<file path="src/rtl/lfsr_descrambler_gen3.sv">
// Gen3 128b/130b receive descrambler: 23-bit Galois LFSR that advances 32 bit-times per beat,
// classifies each 4-beat block from its sync header and first symbol, and bypasses ordered sets.
// Optional build macro DESCR_ERR_CNT_EN adds a saturating err_count[7:0] output.
module lfsr_descrambler_gen3 (
  input  logic        pclk,
  input  logic        reset,
  input  logic [22:0] seed_value,
  input  logic        rx_valid,
  input  logic [31:0] rx_data,
  input  logic        rx_block_start,
  input  logic [1:0]  rx_sync_header,
  output logic [31:0] data_out,
  output logic        data_valid,
  output logic        block_start_out,
  output logic [1:0]  sync_header_out,
  output logic        sync_err,
  output logic        align_err
`ifdef DESCR_ERR_CNT_EN
  ,
  output logic [7:0]  err_count
`endif
);

  localparam int unsigned LFSR_W = 23;
  localparam int unsigned DATA_W = 32;
  localparam int unsigned BEAT_W = 2;
  // Feedback taps for x^23+x^21+x^16+x^8+x^5+x^2+1 (x^0 term lands in bit 0)
  localparam logic [LFSR_W-1:0] TAPS = 23'h210125;

  typedef enum logic [2:0] {
    CLS_DATA,
    CLS_SKP,
    CLS_EIEOS,
    CLS_OTHER,
    CLS_BAD
  } cls_t;

  // Produce 32 key bits (first serial bit in bit 0) and the LFSR state 32 steps later
  function automatic logic [LFSR_W+DATA_W-1:0] scramble32(input logic [LFSR_W-1:0] s_in);
    logic [LFSR_W-1:0] s;
    logic [DATA_W-1:0] k;
    s = s_in;
    k = '0;
    for (int i = 0; i < int'(DATA_W); i++) begin
      k[i] = s[LFSR_W-1];
      s    = {s[LFSR_W-2:0], 1'b0} ^ (s[LFSR_W-1] ? TAPS : '0);
    end
    return {s, k};
  endfunction

  // Block class from sync header and symbol 0 of the first beat
  function automatic cls_t classify(input logic [1:0] hdr, input logic [7:0] sym0);
    cls_t c;
    case (hdr)
      2'b10:   c = CLS_DATA;
      2'b01:   c = (sym0 == 8'hAA) ? CLS_SKP : ((sym0 == 8'h00) ? CLS_EIEOS : CLS_OTHER);
      default: c = CLS_BAD;
    endcase
    return c;
  endfunction

  logic [LFSR_W-1:0] lfsr_q, lfsr_n, lfsr_adv;
  logic [DATA_W-1:0] key, mask;
  logic [BEAT_W-1:0] beat_q, beat_n, beat_cur;
  cls_t              cls_q, cls_n, cls_cur;
  logic [1:0]        hdr_q, hdr_n, hdr_cur;
  logic              synced_q, synced_n;
  logic              take;

  logic [DATA_W-1:0] data_out_n;
  logic              data_valid_n;
  logic              block_start_n;
  logic [1:0]        sync_header_n;
  logic              sync_err_n;
  logic              align_err_n;

  // Next-state and registered-output computation for one beat
  always_comb begin
    {lfsr_adv, key} = scramble32(lfsr_q);
    take     = rx_valid && (synced_q || rx_block_start);
    beat_cur = rx_block_start ? '0 : beat_q;
    cls_cur  = rx_block_start ? classify(rx_sync_header, rx_data[7:0]) : cls_q;
    hdr_cur  = rx_block_start ? rx_sync_header : hdr_q;

    case (cls_cur)
      CLS_DATA:  mask = key;
      CLS_OTHER: mask = (beat_cur == '0) ? {key[DATA_W-1:8], 8'h00} : key;
      default:   mask = '0;
    endcase

    lfsr_n        = lfsr_q;
    beat_n        = beat_q;
    cls_n         = cls_q;
    hdr_n         = hdr_q;
    synced_n      = synced_q;
    data_out_n    = data_out;
    data_valid_n  = 1'b0;
    block_start_n = 1'b0;
    sync_header_n = sync_header_out;
    sync_err_n    = 1'b0;
    align_err_n   = 1'b0;

    if (take) begin
      if (cls_cur == CLS_SKP)
        lfsr_n = lfsr_q;
      else if (cls_cur == CLS_EIEOS && beat_cur == BEAT_W'(3))
        lfsr_n = seed_value;
      else
        lfsr_n = lfsr_adv;
      beat_n        = beat_cur + BEAT_W'(1);
      cls_n         = cls_cur;
      hdr_n         = hdr_cur;
      synced_n      = 1'b1;
      data_out_n    = rx_data ^ mask;
      data_valid_n  = 1'b1;
      block_start_n = rx_block_start;
      sync_header_n = hdr_cur;
      sync_err_n    = rx_block_start && (cls_cur == CLS_BAD);
      align_err_n   = rx_block_start && (beat_q != '0);
    end
  end

  // State and output registers
  always_ff @(posedge pclk) begin
    if (reset) begin
      lfsr_q          <= seed_value;
      beat_q          <= '0;
      cls_q           <= CLS_DATA;
      hdr_q           <= '0;
      synced_q        <= 1'b0;
      data_out        <= '0;
      data_valid      <= 1'b0;
      block_start_out <= 1'b0;
      sync_header_out <= '0;
      sync_err        <= 1'b0;
      align_err       <= 1'b0;
    end else begin
      lfsr_q          <= lfsr_n;
      beat_q          <= beat_n;
      cls_q           <= cls_n;
      hdr_q           <= hdr_n;
      synced_q        <= synced_n;
      data_out        <= data_out_n;
      data_valid      <= data_valid_n;
      block_start_out <= block_start_n;
      sync_header_out <= sync_header_n;
      sync_err        <= sync_err_n;
      align_err       <= align_err_n;
    end
  end

`ifdef DESCR_ERR_CNT_EN
  logic [8:0] err_sum;
  logic [7:0] err_count_n;

  // Saturating sum of this beat's error pulses
  always_comb begin
    err_sum     = 9'(err_count) + 9'(sync_err_n) + 9'(align_err_n);
    err_count_n = (err_sum > 9'd255) ? 8'hFF : err_sum[7:0];
  end

  // Error counter register
  always_ff @(posedge pclk) begin
    if (reset) err_count <= '0;
    else       err_count <= err_count_n;
  end
`endif

endmodule

</file>
<file path="config.mk">
export PLATFORM = sky130hd
export DESIGN_NAME = lfsr_descrambler_gen3
export DESIGN_NICKNAME = d
export VERILOG_FILES = /design/src/rtl/lfsr_descrambler_gen3.sv
export SDC_FILE = /design/constraint.sdc
export NUM_CORES = 1
export LEC_CHECK = 0
export ABC_AREA = 1
export BUFFER_PORTS_ARGS = -buffer_cell sky130_fd_sc_hd__buf_2
export CAP_MARGIN = 10
export CORE_MARGIN = 3
export CORE_UTILIZATION = 40
export CTS_CLUSTER_DIAMETER = 200
export CTS_CLUSTER_SIZE = 25
export DETAILED_ROUTE_END_ITERATION = 6
export PLACE_DENSITY_LB_ADDON = 0.2
export SLEW_MARGIN = 20
export SYNTH_ARGS = -nofsm -noshare
export SYNTH_HDL_FRONTEND = slang
export SYNTH_SLANG_ARGS = --single-unit
export TNS_END_PERCENT = 1
</file>
<file path="constraint.sdc">
create_clock -name pclk -period 5.6 [get_ports pclk]
set_clock_uncertainty 0.15 [all_clocks]
set_input_delay 1.68 -clock pclk [delete_from_list [all_inputs] [get_ports pclk]]
set_output_delay 1.68 -clock pclk [all_outputs]
set_load 0.05 [all_outputs]
</file>
# [After elaboration in Yosys (flattened, before gate mapping)]
# Cells that the tools add are included.
[totals] wordCells=111 reg_bits=67 input_bits=61
[classes] n_addsub=1 eq_ne=9 n_mux=44 reduce_logical=13 bitwise=34
[ops] operator="XOR 23 x 22 -> 23 bit" n=32
[ops] operator="two-way mux 22 bit" n=32
[ops] operator="two-way mux 23 bit" n=4
[ops] operator="one-hot mux 32 bit (2 select lines)" n=1
[ops] operator="XOR 32 bit" n=1
[ops] operator="== test 8 bit (second input constant)" n=1
[ops] operator="zero test 8 bit" n=1
[ops] operator="two-way mux 8 bit" n=1
[ops] operator="== test 3 x 2 -> 1 bit (second input constant)" n=2
[ops] operator="one-hot mux 3 bit (2 select lines)" n=1
[ops] operator="== test 2 bit (second input constant)" n=2
[ops] operator="logical AND 1 bit" n=4
[ops] operator="two-way mux 2 bit" n=2
[ops] operator="AND reduction 2 bit" n=2
[ops] operator="nonzero test 2 bit" n=2
[ops] operator="== test 3 x 1 -> 1 bit (second input constant)" n=1
[ops] operator="== test 3 bit (second input constant)" n=1
[ops] operator="zero test 3 bit" n=1
[ops] operator="two-way mux 3 bit" n=1
[ops] operator="adder 2 x 1 -> 2 bit (second input constant)" n=1
[ops] operator="== test 2 x 1 -> 1 bit (second input constant)" n=1
[ops] operator="zero test 2 bit" n=1
[ops] operator="two-way mux 1 bit" n=2
[ops] operator="inequality test 2 bit (second input constant)" n=1
[ops] operator="3 further kinds" n=3

# [Longest topological paths before layout]
[logic_depth] ltp_word=68 mapped_depth=33 mapped_depth_nobuf=32

# [Least setup slack after synthesis]
# OpenSTA, ideal clock, no wires.
[synth_path] path_kind="input to register" startpoint="input rx_sync_header[1]" endpoint="register lfsr_q[0] (enable)" setup_time_ps=435 n_path_buf=0 arrival_time_ps=4134 stages=9 t_required_ps=5015 slack_ps=881 cell_sequence="inv_1 -> ha_1 -> nor2_1 -> nand2_1 -> inv_1 -> o31ai_1 -> o21ai_0 -> nor3_1 -> o21ai_0"
[synth_between] elab_chain_len=6
[synth_lines] element="start, declared" line_no="11" text="input logic [1:0] rx_sync_header,"
[synth_lines] element="== test 2 x 1 -> 1 bit / == test 2 bit (equally long branches)" line_no="54" text="case (hdr)"
[synth_lines] element="one-hot mux 3 bit (2 select lines) *" line_no="54"
[synth_lines] element="two-way mux 3 bit *" line_no="82" text="cls_cur = rx_block_start ? classify(rx_sync_header, rx_data[7:0]) : cls_q;"
[synth_lines] element="== test 3 x 1 -> 1 bit *" line_no="104" text="if (cls_cur == CLS_SKP)"
[synth_lines] element="inequality test 2 bit (no line) *"
[synth_lines] element="AND reduction 2 bit (no line) *"
[synth_lines] element="end signal, assigned" line_no="126" text="lfsr_q <= seed_value;"
[synth_lines] element="end signal, assigned" line_no="138" text="lfsr_q <= lfsr_n;"
[synth_lines] element="end, declared" line_no="62" text="logic [LFSR_W-1:0] lfsr_q, lfsr_n, lfsr_adv;"
# Mark *: on every way between the ends. The rest lies on a longest branch, timed or not.
# A chain may end at the register's enable or synchronous reset.

# [Final worst setup path]
[layout_path] startpoint="register lfsr_q[22]" endpoint="register lfsr_q[9], data pin"
[layout_between] elab_chain_len=52
[layout_lines] element="two-way mux 22 bit *" line_no="46" text="s = {s[LFSR_W-2:0], 1'b0} ^ (s[LFSR_W-1] ? TAPS : '0);"
[layout_lines] element="XOR 23 x 22 -> 23 bit * (2 in a row)" line_no="46"
[layout_lines] element="two-way mux 22 bit" line_no="46"
[layout_lines] element="XOR 23 x 22 -> 23 bit * (2 in a row)" line_no="46"
[layout_lines] element="two-way mux 22 bit" line_no="46"
[layout_lines] element="XOR 23 x 22 -> 23 bit * (2 in a row)" line_no="46"
[layout_lines] element="two-way mux 22 bit" line_no="46"
[layout_lines] element="XOR 23 x 22 -> 23 bit * (2 in a row)" line_no="46"
[layout_lines] element="[30 not listed]"
[layout_lines] element="two-way mux 22 bit" line_no="46"
[layout_lines] element="XOR 23 x 22 -> 23 bit * (2 in a row)" line_no="46"
[layout_lines] element="two-way mux 22 bit" line_no="46"
[layout_lines] element="XOR 23 x 22 -> 23 bit * (2 in a row)" line_no="46"
[layout_lines] element="two-way mux 23 bit *" line_no="106" text="else if (cls_cur == CLS_EIEOS && beat_cur == BEAT_W'(3))"
[layout_lines] element="two-way mux 23 bit *" line_no="104"
[layout_lines] element="two-way mux 23 bit *" line_no="103" text="if (take) begin"
[layout_lines] element="two-way mux 23 bit *" line_no="125" text="if (reset) begin"
# Mark *: on every way between the ends. The rest lies on a longest branch, timed or not. The select of a mux whose other input is x is not followed.

==> summary.txt <==
Outcome
  • Outcome: completed

Worst setup path
  • Kind of cell adding the most delay to the critical path: simple AND/OR/NAND/NOR gates
  • CP most frequent cell: nand2_2
  • CP Launch Type: flip-flop
  • Arrival @ worst endpoint: 4400 ps
  • Worst EP required: 5550 ps
  • CP peak stage delay: 710 ps
  • Critical path peak fanout: 8
  • Buf/Inv on CP: 4
  • Crit path kind: flip-flop to flip-flop
  • Critical path's slowest cell: edfxtp_1
  • Crit. End Element: flip-flop

Synth
  • Post-Synth Simple-Gate Area: 0.381
  • FF+latch count, synth: 67
  • Synth Area in XOR/XNOR: 0.131
  • Synthesized Nets: 832
  • Avg Cell Area, Syn: 7.23 sq um
  • Ys flop type: dfxtp_1
  • Yosys warns: 0
  • Mapped Area: 0.00555 sq mm
  • Mapped Cells: 768
  • Synth area leaders: dfxtp_1, edfxtp_1, nand2_1
  • Post-synth EDFFs: 23
  • Sequential-to-total area share from yosys stat: 0.283
  • Multiplexer share of the synthesized area: 0.00721
  • Asr flop ratio synth: 0
  • Compound-Gate Fraction of Synth Area: 0.0836
  • Synth Area in Adders: 0.00676
  • Largest family of logic cells by synthesized area: simple AND/OR/NAND/NOR gates
  • Leading area contributor after synthesis: dfxtp_1
  • Synth unique cells: 38
  • Top-area cell type share of the netlist area: 0.159

Timing
  • Setup TNS: 0 ps
  • Period utilization: 0.794
  • Slew @ Worst Pin: 902 ps
  • Slew headroom: 0.398
  • RSZ-0062 raised after global routing: false
  • Final Max Slew Viols: 0
  • Final setup vio count: 0
  • Fmax: 225 MHz
  • Setup WS post-layout: 1150 ps
  • Final hold vios: 0
  • Worst hold margin: 302 ps
  • Fin crit period: 4450 ps

Clocking
  • Post-CTS Setup Repair Bufs: 0
  • H-tree Lvls: 3
  • CTS root buf: clkbuf_16
  • Num CTS Buffers: 9
  • TritonCTS clock tree: built
  • Sink Count: 67
  • Maximum clock path buffer count: 2
  • Worst-path clk slew: 50 ps
  • Post-CTS Resized: 0
  • Worst skew pair latency: 340 ps
  • CTS Hold Bufs: 0

Worst hold path
  • HP Class: flip-flop to flip-flop

Placement
  • DPL Wire Length: 12.0 mm
  • Setup Slack @ Placement: 1110 ps
  • Port buffer count: 98
  • Gp weighted congestion: 0.900

Floorplan
  • Die width: 124 um
  • Cell row count: 42
  • Die area: 0.0153 sq mm
  • DIE HEIGHT: 124 um
  • I/O pins: 99
  • Initial core utilization: 0.414
  • Core outline area: 0.0134 sq mm

Global route
  • Pin count of the biggest net entering global routing: 40
  • Total track usage: 0.197
  • Gr ovfl total: 0
  • Number of global-route vias before repair: 4563
  • Antenna violations before repair: 0
  • Global-route wire length before repair: 23.1 mm

Final layout
  • Area growth from synthesis to layout: 17.7%
  • Nets: 928
  • Share of cells above drive strength 1: 0.278
  • Fillers: 1371
  • # diodes: 0

Detailed routing
  • Pre-antenna DRT Iters: 6
  • # DRC: 0
  • Initial DRC Count: 286
  • Antenna Nets Post-Route: 0
  • Vias: 5038
  • Final wirelength: 15.0 mm
  • WL/cell: 14.4 um
  • Vias per cell: 4.82

Flow run
  • Total of max-cap violations: 0
==> worst paths after layout <==
| check | depth (start not counted) | to | from | slack [ps] |
|---|---|---|---|---|
| min reg2reg | 2 | cls_q[2]$_SDFFE_PP0P_ | cls_q[2]$_SDFFE_PP0P_ | 300 |
| min | 2 | cls_q[2]$_SDFFE_PP0P_ | cls_q[2]$_SDFFE_PP0P_ | 300 |
| max | 29 | lfsr_q[9]$_DFFE_PP_ | lfsr_q[22]$_DFFE_PP_ | 1150 |
| max reg2reg | 29 | lfsr_q[9]$_DFFE_PP_ | lfsr_q[22]$_DFFE_PP_ | 1150 |
==> synthesized netlist by cell type, types with 5 or more instances <==
master / n
a21oi_1: 9
clkbuf_1: 13
dfxtp_1: 44
edfxtp_1: 23
inv_1: 113
inv_2: 19
nand2_1: 156
nand2_2: 32
nand2_4: 21
nand3_1: 79
nand3_2: 25
nand3b_1: 12
nor2_1: 25
nor3_1: 5
o211ai_1: 17
o21ai_0: 39
o21ai_1: 11
or2_1: 6
or2_2: 11
xnor2_1: 12
xor2_1: 60
==> logic make-up after synthesis <==
logic type	Yosys count
fa+ha+maj	3
mux	4
flops	67
buf+inv	154
xor+xnor	78
simple gates	381
compound gates	81
==> registers in the layout, summed over array words and instances, names as in the netlist <==
name and cells:
data_valid 1, align_err 1, sync_err 1, hdr_q 2
block_start_out 1, lfsr_q 23, cls_q 3, synced_q 1
data_out 32, beat_q 2
==> cell usage in the layout (no fill, tap or decap), drive strengths merged <==
cell type	instances
nand2	211
inv	134
nand3	108
buf	104
xor2	64
o21ai	50
dfxtp	44
nor2	25
edfxtp	23
o211ai	17
or2	17
xnor2	14
clkbuf	14
nand3b	12
a21oi	9
nor3	5
mux2i	4
ha	3
nand4	2
clkinv	2
o32ai	2
o31ai	1
nor4	1
o221ai	1
o21a	1
clkinvlp	1
==> final cells by class <==
type,count,area (sq um),share of cell area
Clock buffer,14,299,0.0458
Clock inverter,2,13.8,0.00211
Inverter,135,509,0.0779
Multi-Input combinational cell,547,3390,0.518
Sequential cell,67,1570,0.240
Tap cell,176,220,0.0337
Timing Repair Buffer,104,536,0.0819
==> tightest hold or removal path: stages, from the launching register on <==
cell,delay [ps]
dfxtp_1,290
inv_1,60
a21oi_1,50
==> metrics by stage <==
step	instances	instance area [sq um]	utilization
after floorplan	768	5550	-
after global placement	1029	6220	0.464
after detailed placement	1029	6220	0.464
after global routing	1045	6540	0.488
final	1045	6540	0.488
after CTS	1045	6540	0.488
==> metal layers <==
metal | routed length (um) | GRT usage | vias to the layer above
li1 | - | - | 2636
met2 | 6880 | 0.321 | 119
met3 | 728 | 0.0372 | 16
met1 | 7110 | 0.261 | 2267
met5 | 0 | 0 | -
met4 | 302 | 0.0685 | 0
Power is not shown: default switching activity piles up to over one toggle a cycle in this logic, so the estimate is an artifact.
